==> src/rtl/racod_pkg.sv <==
// Shared constants and types for the RACOD host-side configuration issuer.
package racod_pkg;

  localparam int unsigned RACOD_WORD_W     = 32;
  localparam int unsigned RACOD_NUM_FIELDS = 6;

  // Field slot order inside the packed configuration word (slot 0 in the LSBs).
  localparam int unsigned FLD_ORIGIN_X = 0;
  localparam int unsigned FLD_ORIGIN_Y = 1;
  localparam int unsigned FLD_LENGTH   = 2;
  localparam int unsigned FLD_WIDTH    = 3;
  localparam int unsigned FLD_SIN      = 4;
  localparam int unsigned FLD_COS      = 5;

  typedef enum logic [1:0] {
    StCollect,
    StIssue,
    StWait,
    StRespond
  } racod_iss_state_t;

endpackage

==> src/rtl/racod_word_packer.sv <==
// Packs successive query fields into the wide configuration word, slot by slot.
module racod_word_packer
  import racod_pkg::*;
#(
  parameter int unsigned WORD_W     = RACOD_WORD_W,
  parameter int unsigned NUM_FIELDS = RACOD_NUM_FIELDS,
  localparam int unsigned CFG_W     = WORD_W * NUM_FIELDS,
  localparam int unsigned IDX_W     = (NUM_FIELDS > 1) ? $clog2(NUM_FIELDS) : 1
) (
  input  logic              clk,
  input  logic              rst,
  input  logic              wr_en,
  input  logic [WORD_W-1:0] word,
  output logic [CFG_W-1:0]  cfg_data,
  output logic [IDX_W-1:0]  idx,
  output logic              last
);

  logic [CFG_W-1:0] data_q;
  logic [IDX_W-1:0] idx_q;

  assign last     = (idx_q == IDX_W'(NUM_FIELDS - 1));
  assign cfg_data = data_q;
  assign idx      = idx_q;

  // data_q is only touched by an accepted word, so it stays stable through issue and wait.
  always_ff @(posedge clk) begin
    if (rst) begin
      data_q <= '0;
      idx_q  <= '0;
    end else if (wr_en) begin
      data_q[idx_q*WORD_W +: WORD_W] <= word;
      idx_q                          <= last ? '0 : idx_q + 1'b1;
    end
  end

endmodule

==> src/rtl/racod_cfg_issuer.sv <==
// Collects a query, strobes it to the collision core, waits a fixed latency and
// returns the sampled collision result over a valid/ready response channel.
module racod_cfg_issuer
  import racod_pkg::*;
#(
  parameter int unsigned WORD_W     = RACOD_WORD_W,
  parameter int unsigned NUM_FIELDS = RACOD_NUM_FIELDS,
  parameter int unsigned RESULT_LAT = 8,
  parameter int unsigned CNT_W      = 16,
  localparam int unsigned CFG_W     = WORD_W * NUM_FIELDS
) (
  input  logic              clk,
  input  logic              rst,
  input  logic [WORD_W-1:0] in_word,
  input  logic              in_valid,
  output logic              in_ready,
  output logic [CFG_W-1:0]  cfg_data,
  output logic              cfg_valid,
  input  logic              collision,
  output logic              resp_valid,
  output logic              resp_collision,
  input  logic              resp_ready,
  output logic              busy,
  output logic [CNT_W-1:0]  query_count,
  output logic [CNT_W-1:0]  hit_count
);

  localparam int unsigned IDX_W = (NUM_FIELDS > 1) ? $clog2(NUM_FIELDS) : 1;

  racod_iss_state_t state_q, state_d;
  logic [7:0]       cnt_q, cnt_d;
  logic             resp_col_q, resp_col_d;
  logic [CNT_W-1:0] qcnt_q, qcnt_d;
  logic [CNT_W-1:0] hcnt_q, hcnt_d;

  logic             wr_en;
  logic             last;
  logic [IDX_W-1:0] idx;

  // Handshake outputs decode straight from the registered state.
  assign in_ready       = (state_q == StCollect);
  assign cfg_valid      = (state_q == StIssue);
  assign resp_valid     = (state_q == StRespond);
  assign resp_collision = resp_col_q;
  assign busy           = (state_q != StCollect) || (idx != '0);
  assign query_count    = qcnt_q;
  assign hit_count      = hcnt_q;
  assign wr_en          = in_valid && in_ready;

  racod_word_packer #(
    .WORD_W     (WORD_W),
    .NUM_FIELDS (NUM_FIELDS)
  ) u_packer (
    .clk      (clk),
    .rst      (rst),
    .wr_en    (wr_en),
    .word     (in_word),
    .cfg_data (cfg_data),
    .idx      (idx),
    .last     (last)
  );

  always_comb begin
    state_d    = state_q;
    cnt_d      = cnt_q;
    resp_col_d = resp_col_q;
    qcnt_d     = qcnt_q;
    hcnt_d     = hcnt_q;
    unique case (state_q)
      StCollect: begin
        if (wr_en && last) state_d = StIssue;
      end
      StIssue: begin
        qcnt_d  = (&qcnt_q) ? qcnt_q : qcnt_q + 1'b1;
        cnt_d   = 8'(RESULT_LAT - 1);
        state_d = StWait;
      end
      StWait: begin
        if (cnt_q == 8'd0) begin
          resp_col_d = collision;
          if (collision && !(&hcnt_q)) hcnt_d = hcnt_q + 1'b1;
          state_d = StRespond;
        end else begin
          cnt_d = cnt_q - 8'd1;
        end
      end
      StRespond: begin
        if (resp_ready) state_d = StCollect;
      end
      default: state_d = StCollect;
    endcase
  end

  always_ff @(posedge clk) begin
    if (rst) begin
      state_q    <= StCollect;
      cnt_q      <= '0;
      resp_col_q <= 1'b0;
      qcnt_q     <= '0;
      hcnt_q     <= '0;
    end else begin
      state_q    <= state_d;
      cnt_q      <= cnt_d;
      resp_col_q <= resp_col_d;
      qcnt_q     <= qcnt_d;
      hcnt_q     <= hcnt_d;
    end
  end

endmodule

==> config.mk <==
export PLATFORM = sky130hd
export DESIGN_NAME = racod_cfg_issuer
export DESIGN_NICKNAME = d
export VERILOG_FILES = /design/src/rtl/racod_pkg.sv /design/src/rtl/racod_word_packer.sv /design/src/rtl/racod_cfg_issuer.sv
export SDC_FILE = /design/constraint.sdc
export NUM_CORES = 1
export LEC_CHECK = 0
export CAP_MARGIN = 15
export CORE_MARGIN = 3
export CORE_UTILIZATION = 43
export CTS_CLUSTER_SIZE = 8
export DETAILED_ROUTE_END_ITERATION = 16
export GPL_TIMING_DRIVEN = 1
export PLACE_DENSITY_LB_ADDON = 0.1
export SYNTH_ARGS = -nofsm -noshare
export SYNTH_HDL_FRONTEND = slang
export SYNTH_SLANG_ARGS = --single-unit
==> constraint.sdc <==
create_clock -name clk -period 2.3 [get_ports clk]
set_clock_uncertainty 0.05 [all_clocks]
set_input_delay 0.23 -clock clk [delete_from_list [all_inputs] [get_ports clk]]
set_output_delay 0.23 -clock clk [all_outputs]
set_load 0.01 [all_outputs]
==> metrics.txt <==
n_diodes=0; flops & latches, synth=238; DP Wirelength=20400 um; Post-Syn Area=9540 um^2; TritonRoute pass-1 iters=5; R2R Setup Slk=0.22 ns; Critical Path RT=roughly 2.0 ns; Netlist cell types=48; Post-synth EDFFs=0; layout cell share with drive strength beyond 1=7.78%; Core Rows=53; Clock Latency Late Sink=0.49 ns; placer's final routability congestion estimate=just over 0.8; endpoint class of the critical path=output pin; Worst Hold Class=primary input to flip-flop; clock tree buffer depth=3; max cap viols=0; global-route wire length before repair=roughly 47000 um; non-filler cells, final=1676; final setup vio count=0; final wirelength=30300 um; Post-Syn Instances=approximately 1.1k; fin util=between 60% and 70%; htree depth=2; Fin Hold WS=0.0773 ns; crit path launch=state_q[1]; most common cell after layout, fill and taps aside=clkdlybuf4s50_1; Area after DPL=12400 um^2; setup slack after layout=0.153 ns; Multi-input gate area=about 4200 um^2; Starting Density=between 40% and 50%; Die ar.=about 24000 um^2; ys async rst share=0%; Area Growth Syn to Fin=40.1%; Chip Width=155 um; status=finished clean; RSZ-0062 raised after global routing=false; grt total ovfl=0; critical path arrival=1.87 ns; io pins=266; Tot Pwr=10.7 mW; Rel. slew slack=between 60% and 70%; Worst-path clk slew=approximately 0.050 ns; layout net count=approximately 1.5k; vias=between 8k and 9k; CP endpoint=cfg_valid; detailed-route DRC error count=0; root buf cell=clkbuf_16; Synth Warn #=0; fillers=1939; worst vdd rail ir drop=668 uV; GRT Overall Usage=24.2%; Mapped Nets=1198; Worst Setup Path Type=flip-flop to output pin; final instance area=13400 um^2; post-place setup slack=roughly 0.24 ns; FF-to-FF Start=u_packer.idx[0]; initial antenna violation count=0; initial detailed-routing violation count=458; Buffers on Ports=265; Die Y=155 um; Pleak=about 4.4 nW; Slew @ Worst Pin=0.531 ns; vias in the first global route=8315; commonest non-fill, non-tap cells in the layout=263 x clkdlybuf4s50_1, 246 x nand2_1, 238 x dfxtp_1; final slew viol count=0; Vias/cell=5.34; CTS buffer count=35; syn_area_per_cell=8.34 um^2; placed cell count=1636; sequential cell area=4760 um^2; Sink Count=238; Final ANT Viol Nets=0; R2R cell count=8; core area=21400 um^2; Setup TNS Final=0 ns; ys flop type=dfxtp_1; CTS tree=done; max frequency=between 400 and 500 MHz; Critical Path Start Type=flip-flop; WL/cell=18.1 um; Final min period=2.15 ns; largest net degree at the start of global routing=76; Max Fanout on Critical Path=11; reg2reg end=u_packer.cfg_data[107]; sequential share of the synthesized area=49.9%; PwrDens=797 nW/um^2; Final period util=93.3%; Fin. Hold Viols=0
timing repair:
action / 4_1_cts / 5_1_grt
hold buffers: 0 / 0
gates resized for setup: 0 / 1
endpoints found under the setup margin: 0 / 1
buffers inserted: 0 / 0
worst min-delay path by stage:
stage | startpoint | to | cells after the start
floorplan | in_word[9] | u_packer.cfg_data[105] | 2
global placement | u_packer.cfg_data[101] | u_packer.cfg_data[101] | 2
detailed placement | u_packer.cfg_data[151] | u_packer.cfg_data[151] | 2
CTS | rst | hit_count[5] | 2
global route | rst | hit_count[5] | 2
finish | rst | hit_count[2] | 2
registers in the layout, summed over array words and instances, names as in the netlist:
signal / flops
cnt_q: 8
state_q: 2
u_packer.cfg_data: 192
resp_collision: 1
query_count: 16
u_packer.idx: 3
hit_count: 16
kinds of logic (layout without fill, tap and decap cells):
logic type	count (synthesis)	after routing	share of synthesized area, %
xor+xnor	30	30	2.75
buf+inv	99	355	5.94
flops	238	238	49.9
mux	2	2	0.210
simple gates	534	534	26.5
compound gates	226	226	12.6
fa+ha+maj	16	16	2.10
layer usage:
layer / track usage, % / up-vias / share of wire, %
li1: - / 4405 / -
met2: 38.3 / 305 / 47
met4: 4.92 / 0 / 1.2
met1: 33.6 / 4203 / 45
met3: 6.40 / 30 / 7.4
met5: 0 / - / 0
report_power, final:
part	internal, mW	total, mW	switching, mW	leakage [nW]
sequential	4.29	4.43	0.133	1.92
combinational	0.707	1.76	1.05	2.07
clock	2.76	4.48	1.71	0.457
layout make-up:
| type | count | share of cell area (%) |
|---|---|---|
| Sequential cell | 238 | 35.6 |
| Multi-Input combinational cell | 808 | 31.7 |
| Timing Repair Buffer | 307 | 22.9 |
| Clock buffer | 38 | 6.79 |
| Tap cell | 275 | 2.57 |
| Inverter | 8 | 0.225 |
| Clock inverter | 2 | 0.187 |
cell usage after synthesis, drive strengths merged, types with 6 or more instances:
cell / number / area [um^2]
xnor2: 18 / 158
o21ai: 6 / 30.0
ha: 16 / 200
inv: 8 / 30.0
a21oi: 205 / 1030
nand2: 247 / 930
nand4: 25 / 156
xor2: 12 / 105
clkbuf: 44 / 165
dfxtp: 238 / 4760
and4: 11 / 98.8
buf: 47 / 372
nor2: 42 / 158
nand3: 160 / 851
nor3: 18 / 90.1
critical path, cell delays in order, from the launching register on:
cell and delay [ns]:
dfxtp_1 0.33, inv_1 0.11, ha_1 0.20, buf_4 0.18, clkdlybuf4s50_1 0.55
(Power assumes the default switching activity.)
